[src/rtl/ifu_fetch.sv]
// Instruction fetch initiator: sequential PC generation, one in-flight RAM read,
// small output FIFO toward decode, and redirect handling.
module ifu_fetch #(
   parameter logic [31:0] RESET_PC   = 32'h8000_0000,
   parameter int unsigned FIFO_DEPTH = 2
) (
   input  logic        clock,
   input  logic        reset_n,
   output logic        imem_ren,
   output logic [31:0] imem_raddr,
   input  logic [31:0] imem_rdata,
   input  logic        redirect_valid,
   input  logic [31:0] redirect_pc,
   output logic        out_valid,
   input  logic        out_ready,
   output logic [31:0] out_pc,
   output logic [31:0] out_inst
);

   localparam int unsigned AW = (FIFO_DEPTH > 1) ? $clog2(FIFO_DEPTH) : 1;
   localparam int unsigned CW = AW + 1;

   logic [31:0]   fetch_pc_q, fetch_pc_d;
   logic          inflight_q, inflight_d;
   logic [31:0]   inflight_pc_q, inflight_pc_d;
   logic [AW-1:0] rd_ptr_q, rd_ptr_d;
   logic [AW-1:0] wr_ptr_q, wr_ptr_d;
   logic [CW-1:0] count_q, count_d;
   logic [31:0]   fifo_pc_q   [FIFO_DEPTH];
   logic [31:0]   fifo_inst_q [FIFO_DEPTH];

   logic          pop;
   logic          push;
   logic [CW:0]   occupancy;

   // Occupancy counts the slot already promised to the in-flight read, so the
   // FIFO can never overflow when that response lands.
   always_comb begin
      out_valid  = (count_q != '0) & ~redirect_valid;
      pop        = out_valid & out_ready;
      push       = inflight_q & ~redirect_valid;
      occupancy  = {1'b0, count_q} + (CW+1)'(inflight_q) - (CW+1)'(pop);
      imem_ren   = reset_n & (redirect_valid | (occupancy < (CW+1)'(FIFO_DEPTH)));
      imem_raddr = redirect_valid ? (redirect_pc & 32'hFFFF_FFFC) : fetch_pc_q;

      out_pc   = (count_q != '0) ? fifo_pc_q[rd_ptr_q]   : 32'h0;
      out_inst = (count_q != '0) ? fifo_inst_q[rd_ptr_q] : 32'h0;

      fetch_pc_d    = imem_ren ? imem_raddr + 32'd4 : fetch_pc_q;
      inflight_d    = imem_ren;
      inflight_pc_d = imem_ren ? imem_raddr : inflight_pc_q;

      rd_ptr_d = rd_ptr_q;
      wr_ptr_d = wr_ptr_q;
      count_d  = count_q;
      if (redirect_valid) begin
         rd_ptr_d = '0;
         wr_ptr_d = '0;
         count_d  = '0;
      end else begin
         if (push) wr_ptr_d = wr_ptr_q + AW'(1);
         if (pop)  rd_ptr_d = rd_ptr_q + AW'(1);
         count_d = count_q + CW'(push) - CW'(pop);
      end
   end

   always_ff @(posedge clock or negedge reset_n) begin
      if (!reset_n) begin
         fetch_pc_q    <= RESET_PC;
         inflight_q    <= 1'b0;
         inflight_pc_q <= 32'h0;
         rd_ptr_q      <= '0;
         wr_ptr_q      <= '0;
         count_q       <= '0;
      end else begin
         fetch_pc_q    <= fetch_pc_d;
         inflight_q    <= inflight_d;
         inflight_pc_q <= inflight_pc_d;
         rd_ptr_q      <= rd_ptr_d;
         wr_ptr_q      <= wr_ptr_d;
         count_q       <= count_d;
      end
   end

   // Storage needs no reset: entries are only visible through count_q.
   always_ff @(posedge clock) begin
      if (push) begin
         fifo_pc_q[wr_ptr_q]   <= inflight_pc_q;
         fifo_inst_q[wr_ptr_q] <= imem_rdata;
      end
   end

endmodule

[config.mk]
export PLATFORM = sky130hd
export DESIGN_NAME = ifu_fetch
export DESIGN_NICKNAME = d
export VERILOG_FILES = /design/src/rtl/ifu_fetch.sv
export SDC_FILE = /design/constraint.sdc
export NUM_CORES = 1
export LEC_CHECK = 0
export CAP_MARGIN = 40
export CORE_ASPECT_RATIO = 1.4
export CORE_MARGIN = 3
export CORE_UTILIZATION = 45
export CTS_BUF_LIST = sky130_fd_sc_hd__clkbuf_16
export CTS_CLUSTER_DIAMETER = 150
export DETAILED_ROUTE_END_ITERATION = 6
export GPL_TIMING_DRIVEN = 0
export PLACE_DENSITY_LB_ADDON = 0.25
export SLEW_MARGIN = 20
export SYNTH_ARGS = -nofsm -noshare
export SYNTH_HDL_FRONTEND = slang
export SYNTH_SLANG_ARGS = --single-unit
[constraint.sdc]
create_clock -name clock -period 15.3 [get_ports clock]
set_input_delay 1.53 -clock clock [delete_from_list [all_inputs] [get_ports clock]]
set_output_delay 1.53 -clock clock [all_outputs]
set_load 0.02 [all_outputs]
After elaboration in Yosys (flattened, before gate mapping)
Memory sizes are Yosys's and may differ from the RTL's.
Cells that the tools add are included.
{"block": "totals", "reg_bits": 69, "latchBits": 0, "mem_bits_rw": 128, "mem_bits_ro": 0, "input_bits": 68, "out_inout_bits": 98, "word_cells": 35, "n_memories": 2}
{"block": "op_classes", "n_addsub": 7, "n_mul": 0, "div": 0, "magnitude_cmp": 1, "n_eq_ne": 0, "n_shift": 0, "n_mux": 10, "n_bitwise": 6, "reduce_logical": 3}
{"memory": "fifo_inst_q", "words": 2, "word_bits": 32, "read_ports": 1, "rd_clocked_by_memory_dff": 0, "wr": 1, "line_no": "30", "text": "logic [31:0] fifo_inst_q [FIFO_DEPTH];"}
{"memory": "fifo_pc_q", "words": 2, "word_bits": 32, "read_ports": 1, "rd_clocked_by_memory_dff": 0, "wr": 1, "line_no": "29", "text": "logic [31:0] fifo_pc_q [FIFO_DEPTH];"}
{"cell": "$mux W32", "n": 3}
{"cell": "$add A32 B3 Y32 const B", "n": 1}
{"cell": "$mux W1", "n": 6}
{"cell": "$reduce_bool A2 Y1", "n": 3}
{"cell": "$and A1 B1 Y1", "n": 4}
{"cell": "$add A2 B1 Y3", "n": 1}
{"cell": "$lt A3 B2 Y1 const B", "n": 1}
{"cell": "$sub A3 B1 Y3", "n": 1}
{"cell": "$add A1 B1 Y1 const B", "n": 2}
{"cell": "$add A2 B1 Y2", "n": 1}
{"cell": "$mux W2", "n": 1}
{"cell": "$sub A2 B1 Y2", "n": 1}
{"cell": "$not A1 Y1", "n": 1}
{"cell": "$or A1 B1 Y1", "n": 1}

Longest topological paths before layout
{"block": "depth", "ltp_word": 7, "depth_mapped": 16, "depth_no_buf": 10}

Worst setup path before layout
No wires, ideal clock.
{"block": "synth_path", "kind": "input port to flip-flop", "startpoint": "in redirect_valid", "endpoint": "mem fifo_inst_q[0][0] (enable)", "setup_ns": 0.578, "arrival_ns": 7.149, "t_required_ns": 14.722, "setup_slack_ns": 7.573, "cell_stages": 6, "path_buffers": 5, "path_cell_list": "buf_6 buf_2 buf_2 buf_1 clkbuf_1 nor3b_1"}
{"block": "synth_via", "elab_chain_cells": 4}
{"element": "from (decl)", "line_no": "12", "text": "input logic redirect_valid,"}
{"element": "$not A1 Y1", "line_no": "41", "text": "push = inflight_q & ~redirect_valid;"}
{"element": "$and A1 B1 Y1", "line_no": "41"}
{"element": "$mux W1", "line_no": "87", "text": "if (push) begin"}
{"element": "$mux W1 (implied by the code)", "line_no": "89", "text": "fifo_inst_q[wr_ptr_q] <= imem_rdata;"}
{"element": "to (decl)", "line_no": "30"}
Every way passes these cells.

Final worst setup path
{"block": "layout_path", "startpoint": "in redirect_valid", "endpoint": "out imem_ren"}
{"block": "layout_via", "elab_chain_cells": 7}
{"element": "$not A1 Y1", "line_no": "39", "text": "out_valid = (count_q != '0) & ~redirect_valid;"}
{"element": "$and A1 B1 Y1", "line_no": "39"}
{"element": "$and A1 B1 Y1", "line_no": "40", "text": "pop = out_valid & out_ready;"}
{"element": "$sub A3 B1 Y3", "line_no": "42", "text": "occupancy = {1'b0, count_q} + (CW+1)'(inflight_q) - (CW+1)'(pop);"}
{"element": "$lt A3 B2 Y1", "line_no": "43", "text": "imem_ren = reset_n & (redirect_valid | (occupancy < (CW+1)'(FIFO_DEPTH)));"}
{"element": "$or A1 B1 Y1 (*)", "line_no": "43"}
{"element": "$and A1 B1 Y1 (*)", "line_no": "43"}
{"element": "to (decl)", "line_no": "9", "text": "output logic imem_ren,"}
Mark *: on every way between the ends. The rest lies on a longest branch, timed or not.

==> reports/qor.csv <==
stage;metric;value;unit
route;antenna-violating nets left;0;
global_route;first-pass GRT wire length;33500;µm
global_route;vias in the first global route;6291;
final_layout;area of the multi-input gates;2770;µm²
floorplan;Horiz. Die Dim;122;µm
critical_path;R2R cell count;10;
sta;Slew headroom;0.387;
critical_path;R2R Setup Slk;11.57;ns
sta;maximum clock rate;131;MHz
power_and_ir_drop;Final Power;1.64;mW
min_path;Hold Crit Start;inflight_pc_q[8];
final_layout;layout cells sized above 1;0.0865;
clock_network;maximum root-to-sink buffer count;2;
synthesis;cell count after synthesis;675;
sta;worst hold slack;0.473;ns
clock_network;post-CTS setup buffers;0;
placed_design;Place WS;7.78;ns
critical_path;Worst path slowest cell;clkdlybuf4s50_1;
sta;Worst Max-Slew Pin Slew;0.919;ns
clock_network;clock-pin slew on the worst setup and hold paths;0.07;ns
critical_path;crit path DAT;6.10;ns
sta;Fin Setup TNS;0;ns
critical_path;Buf/Inv on CP;8;
critical_path;Worst Path Max Fanout;11;
floorplan;IO Count;166;
synthesis;synthesized area;8480;µm²
critical_path;CP Class;input pin to output port;
sta;RSZ-0062 raised after global routing;no;
route;DRT iter0 DRCs;356;
critical_path;Critical Path Sink Type;output port;
synthesis;ys flop type;edfxtp_1;
route;DRC Markers;0;
route;via density per instance;5.37;
clock_network;TritonCTS clock tree;done;
final_layout;post-layout util;0.609;
sta;min Tclk post-route;7.63;ns
synthesis;number of flops mapped to enable cells by yosys;128;
synthesis;syn nets;746;
synthesis;sequential share of the synthesized area;0.651;
route;Post-Route WL;21400;µm
critical_path;Critical Path RT;13.77;ns
synthesis;top cell type's share of synthesized area;0.453;
route;vias;6011;
final_layout;Final #Nets;937;
power_and_ir_drop;P per Cell Area;148;nW/µm²
route;Routed WL per cell;19.1;µm
critical_path;startpoint types;input pin;
placed_design;hpwl dp;15600;µm
final_layout;Fillers;1506;
synthesis;cell taking the most area after synthesis;edfxtp_1;
synthesis;Distinct cells, synth;47;
job;maximum capacitance violations;0;
floorplan;core area;18200;µm²
power_and_ir_drop;Leak;4.08;nW
floorplan;Site Rows;58;
critical_path;R2R Path End;fetch_pc_q[24];
critical_path;CP Depth;14;
sta;final setup fails;0;
critical_path;slowest stage delay, CP;0.74;ns
clock_network;CTS Root Cell;clkbuf_16;
clock_network;Skew-Pair Late Insertion Delay;0.43;ns
synthesis;asr flop ratio synth;0.344;
critical_path;FF-to-FF Start;count_q[1];
route;DRT Pass-1 Iters;5;
final_layout;synth-to-layout area growth;30.7;%
sta;Max Slew Vio Count;0;
global_route;largest net degree at the start of global routing;41;
sta;final worst setup slack;7.67;ns
synthesis;synth top area cells;edfxtp_1 (45%), dfrtp_1 (19%), mux2i_1 (8.6%);
synthesis;#FFs+latches synth;195;
sta;Hold Vio Cnt, Final;0;
critical_path;CP delay by family, top;buffers and inverters;
critical_path;Cell Chain, Critical Path;buf_6 -> buf_2 -> buf_2 -> buf_1 -> nor4bb_1 -> o21ai_0 -> fa_1 -> xnor2_1 -> a21oi_1 -> nand2b_1 -> inv_1 -> clkbuf_1 -> buf_1 -> clkdlybuf4s50_1;
critical_path;CP Launch Point;redirect_valid;
clock_network;H-tree depth;4;
status;status;finished clean;
global_route;grt ovf;0;
clock_network;Clock Sinks;195;
global_route;GRT Util Overall;0.212;
floorplan;die area;20600;µm²
min_path;Hold Path Class;flop to flop;
floorplan;die height;168;µm
global_route;antenna violations before repair;0;
sta;skew final;0.00799;ns
placed_design;RePlAce Congestion;0.931;
clock_network;CTS Buf Count;17;
clock_network;post-cts sizing count;0;
final_layout;number of diodes;0;
floorplan;starting density of the core;0.466;
sta;period utilization;0.499;
synthesis;Synth Area per Inst;12.6;µm²
power_and_ir_drop;Max IR drop VDD;0.0000678;V
synthesis;Ys Warns;0;
final_layout;Reg area;5520;µm²
critical_path;Critical Path End;imem_ren;
placed_design;PortBufs;162;
clock_network;# hold bufs at CTS;0;
registers in the layout (all words and copies together), names as in the netlist:
name,cells
fifo_inst_q,64
wr_ptr_q,1
inflight_pc_q,30
count_q,2
inflight_q,1
rd_ptr_q,1
fetch_pc_q,32
fifo_pc_q,64
worst reg2reg max path: cells and delay by family (launching register included):
family | cells | cell delay [ns]
compound gates | 3 | 0.71
xor+xnor | 1 | 0.14
fa+ha+maj | 1 | 0.41
buf+inv | 2 | 1.01
flops | 1 | 0.51
simple gates | 3 | 0.88
final cells by class:
cell class,count,area share
sequential,195,0.498
tap,240,0.0271
multi-input combinational,432,0.250
buffer,36,0.0143
timing repair buffer,172,0.155
clock buffer,17,0.0384
inverter,12,0.00406
clock inverter,15,0.0131
Yosys cell counts (2+ instances only):
cell and instances:
o31a_1 3, and3_1 3, a22oi_1 2, buf_2 4, dfrtp_1 66, nand2_1 100
buf_1 12, nand4b_1 4, nor2b_1 3, nand4_1 7, buf_6 2, a21oi_1 5
edfxtp_1 128, or3_1 5, nor2_1 80, inv_1 12, mux2_2 22, o311ai_0 5
and4_1 2, mux2i_1 73, o31ai_1 6, nand2b_1 4, or4_1 6, o211ai_1 5
o21a_1 5, nand3_1 20, nor3b_1 3, nand3b_1 5, xor2_1 8, ha_1 2
nor4_1 3, xnor2_1 11, clkbuf_1 17, o21ai_0 27, a21boi_0 3
power by group:
group | switching (mW) | internal [mW]
Clock | 0.203 | 0.229
Combinational | 0.273 | 0.204
Sequential | 0.0581 | 0.674
metrics by stage:
| step | std cells | cell area (µm²) |
|---|---|---|
| after floorplan | 675 | 8480 |
| after global placement | 1077 | 10400 |
| after detailed placement | 1087 | 10500 |
| after CTS | 1119 | 11100 |
| after global routing | 1119 | 11100 |
| final | 1119 | 11100 |
worst min path at each step:
stage | to | cells after the start
floorplan | fifo_pc_q[0][3] | 0
global placement | fifo_pc_q[0][19] | 0
detailed placement | fifo_pc_q[0][31] | 0
CTS | fifo_pc_q[0][21] | 0
global route | fifo_pc_q[0][8] | 0
finish | fifo_pc_q[0][8] | 0
cell families after synthesis:
kind of cell,after synthesis,share of synthesized area
adders and majority gates,3,0.00531
AOI/OAI and AO/OA,66,0.0506
buffers and inverters,48,0.0240
xor gates and xnor gates,19,0.0196
DFF,195,0.651
muxes,95,0.115
and+or+nand+nor,249,0.134
layer usage:
metal / global-route usage / vias to the layer above / wire (µm)
li1: - / 2808 / -
met1: 0.252 / 2954 / 8430
met5: 0 / - / 0
met4: 0.0814 / 0 / 527
met3: 0.0381 / 32 / 1210
met2: 0.378 / 217 / 11200
cells in the final DEF, fill, tap and decap left out, drive strengths merged, types with 5 or more instances in the layout:
cell,count
xnor2,11
or4,6
nand2,100
or3,5
o31ai,6
mux2,22
nand4,7
a21oi,5
mux2i,73
o311ai,5
clkinv,7
xor2,8
o211ai,5
buf,30
nand3b,6
inv,19
nor2,80
nand3,21
o21a,5
edfxtp,128
dfrtp,66
clkbuf,34
o21ai,27
clkdlybuf4s50,161
No activity file was read; power rests on OpenSTA's default activity.
